File: config.mk
export PLATFORM = sky130hd
export DESIGN_NAME = mem_chk_cmp
export DESIGN_NICKNAME = d
export VERILOG_FILES = /design/src/rtl/mem_chk_pkg.sv /design/src/rtl/mem_chk_cmp.sv
export SDC_FILE = /design/constraint.sdc
export NUM_CORES = 1
export LEC_CHECK = 0
export ABC_AREA = 1
export BUFFER_PORTS_ARGS = -buffer_cell sky130_fd_sc_hd__clkbuf_2
export CORE_MARGIN = 2
export CORE_UTILIZATION = 50
export DETAILED_ROUTE_END_ITERATION = 8
export PLACE_DENSITY_LB_ADDON = 0.12
export REMOVE_ABC_BUFFERS = 1
export SYNTH_ARGS = -nofsm -noshare
export SYNTH_HDL_FRONTEND = slang
export SYNTH_SLANG_ARGS = --single-unit
File: constraint.sdc
create_clock -name clk -period 1.8 [get_ports clk]
set_clock_uncertainty 0.15 [all_clocks]
set_input_delay 0 -clock clk [delete_from_list [all_inputs] [get_ports clk]]
set_output_delay 0 -clock clk [all_outputs]
set_load 0.05 [all_outputs]
File: src/rtl/mem_chk_pkg.sv
// mem_pattern_checker shared types and pattern helper.
// Imported by the checker top and its compare stage.
package mem_chk_pkg;

  typedef enum logic [1:0] {
    IDLE,
    WRITE,
    READ,
    DONE
  } state_t;

  // Full-width product; callers truncate to the RAM data width.
  function automatic logic [31:0] pattern(
    input logic [31:0] addr,
    input logic [31:0] seed,
    input logic [31:0] mult
  );
    return addr * mult + seed;
  endfunction

endpackage

File: src/rtl/mem_chk_cmp.sv
// Readback compare stage: mismatch count with saturation
// and capture of the first failing address.
module mem_chk_cmp
  import mem_chk_pkg::*;
#(
  parameter int Addr_width = 10,
  parameter int Data_width = 8,
  parameter int Cnt_width  = 16
) (
  input  logic                  clk,
  input  logic                  rst_n,
  input  logic                  clear,
  input  logic                  cmp_valid,
  input  logic [Addr_width-1:0] cmp_addr,
  input  logic [Data_width-1:0] mem_dout,
  input  logic [Data_width-1:0] exp_data,
  output logic                  mismatch,
  output logic [Cnt_width-1:0]  err_count,
  output logic [Addr_width-1:0] first_err_addr
);

  assign mismatch = cmp_valid && (mem_dout != exp_data);

  always_ff @(posedge clk or negedge rst_n) begin
    if (!rst_n) begin
      err_count      <= '0;
      first_err_addr <= '0;
    end else if (clear) begin
      err_count      <= '0;
      first_err_addr <= '0;
    end else if (mismatch) begin
      if (err_count != '1)
        err_count <= err_count + Cnt_width'(1);
      if (err_count == '0)
        first_err_addr <= cmp_addr;
    end
  end

endmodule

* After elaboration in Yosys (flattened, before gate mapping)
Cells that the tools add are included.
** Storage, ports and cells
- Register bits after elaboration :: 26
- Bits of input ports :: 30
- Output and inout bits :: 27
** Cells by class
- $add $sub $neg :: 1
- Equality and inequality tests :: 2
- Multiplexer cells :: 6
- Reductions and logical operators :: 7
** Operators with widths (count)
- $mux W16 :: 3
- $mux W10 :: 3
- $add A16 B1 Y16 const B :: 1
- $logic_not A16 Y1 :: 1
- $ne A16 B16 Y1 const B :: 1
- $ne A8 B8 Y1 :: 1
- $reduce_bool A2 Y1 :: 3
- $reduce_and A2 Y1 :: 2
- $logic_and A1 B1 Y1 :: 1

* Logic depth before layout (Yosys ltp)
Gate-level depths: netlist of the first run.
- Depth after elaboration :: 4
- Depth in mapped cells :: 11
- Depth with buffers taken out :: 10

* Worst setup path before layout of the first run
No wires, ideal clock.
- Path type :: reg2reg
- Start :: register err_count[0]
- End :: register err_count[6]
- Library setup time :: 0.119 ns
- Data arrival time :: 1.765 ns
- Required time :: 1.531 ns
- Path slack :: -0.233 ns
- Stages on the path, launching flop included :: 10
- Clock period less this slack :: 2.033 ns
- Cells stage by stage :: dfrtp_1 -> ha_1 -> nand2_1 -> nor2_4 -> nand4_2 -> nand3_2 -> nand2_4 -> buf_6 -> nand2_1 -> nand2_1
** On the way
- Longest elaborated chain between the ends :: 4
** RTL lines
- start: declaration :: RTL line mem_chk_cmp.sv:18 : output logic [Cnt_width-1:0] err_count,
- start signal: assignment :: RTL line mem_chk_cmp.sv:33 : err_count <= err_count + Cnt_width'(1);
- $add A16 B1 Y16 :: RTL line mem_chk_cmp.sv:33
- $mux W16 :: RTL line mem_chk_cmp.sv:32 : if (err_count != '1)
- $mux W16 :: RTL line mem_chk_cmp.sv:31 : end else if (mismatch) begin
- $mux W16 :: RTL line mem_chk_cmp.sv:28 : end else if (clear) begin
Parallel ways exist; a longest one is shown, timed or not. The select of a mux whose other input is x is not followed.
A chain may end at the register's enable or synchronous reset.

* Worst setup path in the final report of the first run
- Start :: register err_count[0]
- End :: register err_count[0]
Same word-level chain as after synthesis.

==> flow_summary.json, run 1 <==
{
  "status": "completed",
  "start_util_pct": 52.34,
  "syn_inst": 275,
  "dp.cells": 382,
  "switching_share_pct": 35.70,
  "grt_pass1_wl_mm": 7.452,
  "rows": 21,
  "synth_ff_type": "dfrtp_1",
  "drc": 0,
  "cts_buffers": 3,
  "instances_no_fill": 398,
  "min_path_type": "primary input to flip-flop",
  "rsz0062_at_grt": "yes",
  "ys_async_sr_fraction_pct": 100.0,
  "ioPinCount": 57,
  "synth.avg_cell_area_um2": 6.402,
  "cp-end-kind": "flip-flop",
  "finalCriticalPeriod_ps": 1696,
  "synth_common_cells": "nand2_1 (103), nor2_1 (48), nand3_1 (33)",
  "clock_latency_ps": 320,
  "synth-edff-count": 0,
  "routed_wl_mm": 4.211,
  "ctsHtreeMaxLevel": 1,
  "netlist_area_um2": 1760,
  "die_w_um": 63.34,
  "relSlewSlack_pct": 57.19,
  "grt_start_max_net_pins": 27,
  "antenna_cells": 0,
  "track_usage_pct": 23.06,
  "firstDrtPassIters": 4,
  "synth_top_cell_by_area": "dfrtp_1",
  "port-buffer-count": 56,
  "dp_hpwl_mm": 2.970,
  "place.gp.congestion": 0.8555,
  "cts_tree": "yes",
  "required_ps": 1920,
  "detail-route-antenna-nets": 0,
  "tns_ps": 0,
  "crit_type": "flip-flop to flip-flop",
  "root_buffer": "clkbuf_4",
  "die-area_um2": 4011,
  "layout.nets": 385,
  "power_frac_clock_pct": 22.1,
  "clock_sinks": 26,
  "drtIter0Drc": 95,
  "fin_crit_sh_pct": 94.24,
  "vias": 1878,
  "syn_to_final_growth_pct": 33.62,
  "worstPathArrival_ps": 1820,
  "synth_most_common_cell": "nand2_1",
  "pwr_density_cell_nw_per_um2": 575.2,
  "seqPwrFrac_pct": 47.8,
  "grt-ovfl-total": 0,
  "internal_power_mw": 0.8700,
  "die_h_um": 63.34,
  "setup_viol": 0,
  "clk_path_buf_depth": 2,
  "cp-start-kind": "flip-flop",
  "tightest_slew_ps": 642.2,
  "finalHoldViolations": 0,
  "leakage_nw": 1.374,
  "slew_violations": 0,
  "drive_above_1_share_pct": 23.86,
  "synth_warnings": 0,
  "core-area_um2": 3363,
  "wl_per_cell_um": 10.58,
  "grt_pass1_vias": 1740,
  "whs_ps": 26.53,
  "p_comb_share_pct": 30.2,
  "vias_per_cell": 4.719,
  "synthTopCellsByArea": "dfrtp_1 (37%), nand2_1 (22%), nor2_1 (10%)",
  "maxCapViolations": 0,
  "yosys_register_bits": 26,
  "p_sw_mw": 0.4830,
  "yosysUniqueCellTypes": 23,
  "fmaxAchievable_mhz": 589.5,
  "cp_max_fo": 6,
  "clkTransAtPathRegs_ps": 140,
  "antenna_found_initial": 0,
  "max-vdd-ir-drop_v": 0.0004144,
  "yosysSeqAreaShare_pct": 36.96,
  "fin_util_pct": 69.94,
  "synth_top_area_share_pct": 36.96
}
-- kinds of logic after synthesis --
family	after synthesis	share of synthesized area [%]
AO/OA/AOI/OAI	2	0.7106
XOR/XNOR	10	4.975
adder cells (fa/ha/maj)	2	1.421
buffers and inverters	40	9.381
flip-flops	26	36.96
AND/OR/NAND/NOR	195	46.55
-- sequential cells by signal (all words and copies together) (netlist names) --
signal	cells
first_err_addr	10
err_count	16
-- timing repair --
action,in CTS,in global routing
setup buffers,0,0
gates resized for setup,0,9
hold buffers,12,0
hold endpoints to repair,40,0
endpoints found under the setup margin,0,26
-- worst max-delay path, cell delays in order, from the launching register on --
cell and delay [ps]:
dfrtp_1 450, ha_2 220, nand2_2 100, nor2_4 160, nand4_4 110, nand3_4 140
buf_4 160, nand3_1 70, nand2_1 80
-- final timing paths --
kind / startpoint / endpoint / slack, ps / cells after the start
worst max-delay path: err_count[0] / err_count[0] / 100 / 8
worst min-delay path: cmp_valid / err_count[12] / 30 / 5
worst max register to register: err_count[0] / err_count[0] / 100 / 8
worst min register to register: first_err_addr[6] / first_err_addr[6] / 380 / 2
max in group asynchronous: rst_n / err_count[2] / 1020 / 2
min in group asynchronous: rst_n / err_count[8] / 60 / 2
-- layout by cell type (no fill, tap or decap) --
master         count
a21boi_0           1
buf_4             12
buf_8              1
clkbuf_2          56
clkbuf_4           3
clkbuf_8           1
dfrtp_1           26
dlygate4sd3_1     12
ha_1               1
ha_2               1
inv_1             31
inv_2              1
nand2_1          101
nand2_2            2
nand2_8            1
nand3_1           33
nand3_2            1
nand3_4            1
nand4_1            1
nand4_4            1
nor2_1            48
nor2_2             1
nor2_4             1
nor3_1             3
nor3_2             1
o21ai_0            1
xnor2_1            3
xor2_1             7
-- power by group through the flow --
stage / Clock [mW] / Combinational (mW) / Sequential, mW
floorplan: 0 / 0.122 / 0.779
global placement: 0 / 0.373 / 0.657
detailed placement: 0 / 0.378 / 0.655
CTS: 0.309 / 0.400 / 0.646
global route: 0.342 / 0.446 / 0.651
finish: 0.298 / 0.408 / 0.647
-- stage by stage --
stage	setup WS, ps	area (um2)	power, mW
after global placement	108.6	2151	1.030
after global routing	-7.561	2352	1.439
final	103.6	2352	1.353
after floorplan	-253.1	1715	0.9008
after detailed placement	67.56	2151	1.034
after CTS	25.11	2307	1.354
-- per-layer routing --
metal | track usage, % | part of all wire [%]
met1 | 30.50 | 47
met2 | 39.61 | 49
met3 | 2.857 | 3.6
met4 | 6.522 | 0.81
met5 | 0 | 0
-- layout make-up --
type / count / area [um2]
tap: 46 / 57.56
clock buffer: 4 / 36.28
sequential: 26 / 650.6
multi-input combinational: 209 / 982.2
inverter: 32 / 120.1
fill: 316 / 1011
timing repair buffer: 81 / 505.5
Power figures use the tool's default switching activity.
==> inputs of run 2 (changes only) <==
--- a/config.mk
+++ b/config.mk
@@ -12,6 +12,7 @@
 export DETAILED_ROUTE_END_ITERATION = 8
 export PLACE_DENSITY_LB_ADDON = 0.12
 export REMOVE_ABC_BUFFERS = 1
+export SETUP_SLACK_MARGIN = 0.3
 export SYNTH_ARGS = -nofsm -noshare
 export SYNTH_HDL_FRONTEND = slang
 export SYNTH_SLANG_ARGS = --single-unit
==> flow_summary.json, run 2 (synthesis results as in run 1) <==
{
  "drc": 0,
  "clkTransAtPathRegs_ps": 140,
  "die_w_um": 63.34,
  "drtIter0Drc": 95,
  "wl_per_cell_um": 11.52,
  "slew_violations": 0,
  "routed_wl_mm": 4.688,
  "drive_above_1_share_pct": 32.69,
  "final_cell_mix": "nand2_1 (98), clkbuf_2 (56), nor2_1 (43)",
  "pre_cts_ws_ps": 67.56,
  "cp_max_fo": 6,
  "die_h_um": 63.34,
  "place.gp.congestion": 0.8555,
  "largest_register_ff_count": 16,
  "detail-route-antenna-nets": 0,
  "worstPathArrival_ps": 1820,
  "whs_ps": -5.606,
  "layout.nets": 394,
  "final_common_cell": "nand2_1",
  "fmaxAchievable_mhz": 576.7,
  "violations": "negative hold slack",
  "top_regs": "err_count x16, first_err_addr x10",
  "min_path_type": "primary input to flip-flop",
  "setup_viol": 0,
  "grt_start_max_net_pins": 27,
  "fillers": 289,
  "start_util_pct": 52.34,
  "status": "complete, but fails checks",
  "root_buffer": "clkbuf_4",
  "relSlewSlack_pct": 56.64,
  "fin_ws_ps": 66.01,
  "firstDrtPassIters": 4,
  "pwr_density_cell_nw_per_um2": 569.0,
  "clock_latency_ps": 330,
  "fin_crit_sh_pct": 96.33,
  "finalHoldViolations": 4,
  "fin_util_pct": 74.78,
  "ctsHtreeMaxLevel": 1,
  "track_usage_pct": 24.28,
  "cp-end-kind": "flip-flop",
  "port-buffer-count": 56,
  "regMostFlops": "err_count",
  "core-area_um2": 3363,
  "syn_to_final_growth_pct": 42.86,
  "grt_pass1_vias": 1826,
  "grt-ovfl-total": 0,
  "crit_type": "flip-flop to flip-flop",
  "grt_pass1_wl_mm": 7.852,
  "cts_buffers": 3,
  "finalCriticalPeriod_ps": 1734,
  "required_ps": 1880,
  "ioPinCount": 57,
  "clock_sinks": 26,
  "leakage_nw": 1.445,
  "antenna_found_initial": 0,
  "clk_path_buf_depth": 2,
  "rsz0062_at_grt": "yes",
  "cp-start-kind": "flip-flop",
  "dp_hpwl_mm": 2.970,
  "tightest_slew_ps": 650.4,
  "vias_per_cell": 4.862,
  "rows": 21,
  "die-area_um2": 4011,
  "max-vdd-ir-drop_v": 0.0004181,
  "cts_tree": "yes",
  "vias": 1979,
  "antenna_cells": 0,
  "maxCapViolations": 0
}
[run 2: cell types whose count changed in the layout (fill, tap and decap cells not counted), sizes merged]
cell         before  now
buf              13   22
dlygate4sd3      12   11
nand2           104  105
[run 2: area by class of cell]
| class | instances | area, um2 | area share (%) |
|---|---|---|---|
| multi-input cells | 210 | 1067 | 42.44 |
| flip-flops and latches | 26 | 659.4 | 26.22 |
| repair buffers | 89 | 574.3 | 22.84 |
| inverters | 32 | 120.1 | 4.776 |
| well taps | 46 | 57.56 | 2.289 |
| clock buffers | 4 | 36.28 | 1.443 |
[run 2: worst paths after layout]
path / to / slack (ps) / start / depth (start not counted)
max in group asynchronous: err_count[0] / 990 / rst_n / 2
setup / recovery: first_err_addr[4] / 70 / err_count[0] / 10
setup reg to reg: first_err_addr[4] / 70 / err_count[0] / 10
hold / removal: first_err_addr[9] / -6 / clear / 4
min in group asynchronous: err_count[10] / 50 / rst_n / 2
hold reg to reg: first_err_addr[2] / 380 / first_err_addr[2] / 2
[run 2: metrics by stage]
step	area [um2]	TNS (ps)	instances	power (mW)
2_1_floorplan	1715	-6154	267	0.9008
3_3_place_gp	2151	0	382	1.030
3_5_place_dp	2151	0	382	1.034
4_1_cts	2391	0	401	1.382
5_1_grt	2515	0	407	1.507
6_report	2515	0	407	1.431
[run 2: power breakdown]
part	internal (mW)	switching, mW	leakage (nW)
Clock	0.124	0.184	0.0210
Combinational	0.161	0.309	1.08
Sequential	0.621	0.0329	0.340
Total	0.905	0.526	1.45
[run 2: worst max-delay path, cell delays in order, from the launching register on]
cell and delay [ps]:
dfrtp_2 480, inv_2 80, ha_4 120, nand2_2 50, nor2_2 80, nand2_1 60
nor2_1 160, nand3_2 170, buf_6 180, nand3_1 60, nand2_1 60
[run 2: layer usage]
metal  GRT usage [%]  share of wire (%)  vias to the layer above
met4           5.978                1.8                        0
met3           2.857                6.4                        9
met2           42.89                 50                       73
met1           31.54                 41                      876
li1                -                  -                     1021
met5               0                  0                        -
[run 2: what timing repair did]
| item | in CTS | in global routing |
|---|---|---|
| hold buffers | 11 | 0 |
| setup buffers | 2 | 5 |
| endpoints found under the hold margin | 40 | 0 |
| pin swaps | 5 | 15 |
| gates resized for setup | 18 | 24 |
| gates cloned | 2 | 1 |
| endpoints found under the setup margin | 26 | 26 |
==> inputs of run 3 (changes only) <==
==> constraint.sdc (replaced) <==
create_clock -name clk -period 1.69 [get_ports clk]
set_clock_uncertainty 0.15 [all_clocks]
set_input_delay 0 -clock clk [delete_from_list [all_inputs] [get_ports clk]]
set_output_delay 0 -clock clk [all_outputs]
set_load 0.01 [all_outputs]
==> flow_summary.json, run 3 (synthesis results as in run 1) <==
{
  "status": "complete, but fails checks",
  "violations": "negative setup slack",
  "finalCriticalPeriod_ps": 1703,
  "routed_wl_mm": 5.064,
  "final_common_cell": "nand2_1",
  "die-area_um2": 4011,
  "max-vdd-ir-drop_v": 0.0004201,
  "clock_latency_ps": 330,
  "grt.met1_usage_pct": 32.80,
  "required_ps": 1780,
  "port-buffer-count": 56,
  "crit_type": "flip-flop to flip-flop",
  "firstDrtPassIters": 4,
  "r2r_slack_ps": -10,
  "finalHoldViolations": 0,
  "fillers": 272,
  "die_h_um": 63.34,
  "tightest_slew_ps": 666.8,
  "slew_violations": 0,
  "die_w_um": 63.34,
  "cp_max_fo": 10,
  "cpPeakStageDelay_ps": 440,
  "antenna_found_initial": 0,
  "detail-route-antenna-nets": 0,
  "min_path_type": "primary input to asynchronous set/reset pin",
  "grt_busiest_layer": "met2",
  "clkTransAtPathRegs_ps": 160,
  "layout.nets": 400,
  "place_area_um2": 2216,
  "cts_tree": "yes",
  "wl_per_cell_um": 12.26,
  "cp-end-kind": "flip-flop",
  "ctsHtreeMaxLevel": 1,
  "regMostFlops": "err_count",
  "finalInstanceArea_um2": 2547,
  "grt_start_max_net_pins": 27,
  "cpMostUsedCell": "nand2_1",
  "worstPathArrival_ps": 1800,
  "crit_path_cell_trace": "inv_1 -> ha_1 -> nand2_1 -> nor2_2 -> nand2_1 -> nor2_2 -> nand3_2 -> buf_6 -> nand3_1 -> nand2_1",
  "drive_above_1_share_pct": 29.70,
  "track_usage_pct": 26.91,
  "vias_per_cell": 4.971,
  "ioPinCount": 57,
  "rows": 21,
  "cts_buffers": 3,
  "drc": 0,
  "core-area_um2": 3363,
  "antenna_cells": 0,
  "start_util_pct": 52.34,
  "relSlewSlack_pct": 55.55,
  "pwr_density_cell_nw_per_um2": 594.5,
  "grt_util_met3_pct": 3.036,
  "clock_sinks": 26,
  "p_total_mw": 1.515,
  "rsz0062_at_grt": "yes",
  "dp_hpwl_mm": 3.306,
  "grt_pass1_vias": 2000,
  "final_cell_mix": "nand2_1 (98), clkbuf_2 (56), nor2_1 (43)",
  "grt-ovfl-total": 0,
  "maxCapViolations": 0,
  "drtIter0Drc": 129,
  "met2_usage_pct": 49.87,
  "vias": 2053,
  "grt_pass1_wl_mm": 8.707,
  "setup_viol": 11,
  "fin_ws_ps": -12.75,
  "clk_path_buf_depth": 2,
  "place.gp.congestion": 0.8953,
  "root_buffer": "clkbuf_4",
  "fmaxAchievable_mhz": 587.3,
  "largest_register_ff_count": 16,
  "crit_slowest_cell": "dfrtp_1",
  "fin_crit_sh_pct": 100.8,
  "cp-start-kind": "flip-flop",
  "leakage_nw": 1.486,
  "top_regs": "err_count x16, first_err_addr x10",
  "syn_to_final_growth_pct": 44.70
}
-- run 3: worst paths after layout --
| path | endpoint | from | cells past startpoint |
|---|---|---|---|
| min in group clk | err_count[5] | mem_dout[3] | 8 |
| worst max-delay path | first_err_addr[2] | err_count[1] | 10 |
| max in group asynchronous | err_count[3] | rst_n | 2 |
| worst max register to register | first_err_addr[2] | err_count[1] | 10 |
| worst min-delay path | err_count[4] | rst_n | 2 |
| worst min register to register | first_err_addr[5] | first_err_addr[5] | 2 |
-- run 3: repair_timing --
| item | CTS | global route |
|---|---|---|
| hold endpoints to repair | 46 | 0 |
| resized for setup | 21 | 5 |
| setup buffers | 4 | 2 |
| pin swaps | 13 | 1 |
| setup endpoints to repair | 26 | 26 |
| hold buffers | 13 | 0 |
| gates cloned | 1 | 0 |
-- run 3: per-stage QoR --
stage	hold WS [ps]	setup TNS (ps)	cells	setup WS, ps	util [%]
4_1_cts	90.77	0	411	73.38	74.93
2_1_floorplan	-445.6	-1158	267	-53.71	-
3_5_place_dp	-75.31	-12.81	389	-12.81	65.89
3_3_place_gp	-82.12	0	389	43.57	65.89
5_1_grt	116.7	-1839	413	-120.7	75.74
6_report	67.11	-62.40	413	-12.75	75.74
-- run 3: where the power goes --
| part | switching (mW) | internal (mW) | total, mW |
|---|---|---|---|
| Clock | 0.204 | 0.240 | 0.444 |
| Combinational | 0.210 | 0.172 | 0.382 |
| Sequential | 0.0290 | 0.659 | 0.688 |
| Total | 0.443 | 1.07 | 1.51 |
-- run 3: metal layers --
| metal | routed length, um | vias up | share of wire [%] |
|---|---|---|---|
| met2 | 2645 | 69 | 52 |
| met5 | 0 | - | 0 |
| met4 | 31 | 0 | 0.61 |
| met3 | 270 | 5 | 5.3 |
| met1 | 2117 | 958 | 42 |
| li1 | - | 1021 | - |
-- run 3: final cells by class --
cell class | count | area, um2 | share of cell area, %
clock buffer | 3 | 22.52 | 0.8841
clock inverter | 1 | 30.03 | 1.179
inverter | 32 | 120.1 | 4.715
multi-input combinational | 210 | 1035 | 40.62
sequential | 26 | 653.1 | 25.64
tap | 46 | 57.56 | 2.259
timing repair buffer | 95 | 629.4 | 24.71
-- run 3: critical path, delay by kind of cell (launching register included) --
kind                     cells  cell delay, ps
AND/OR/NAND/NOR              7             610
flip-flops                   1             440
buffers and inverters        2             250
adder cells (fa/ha/maj)      1             160
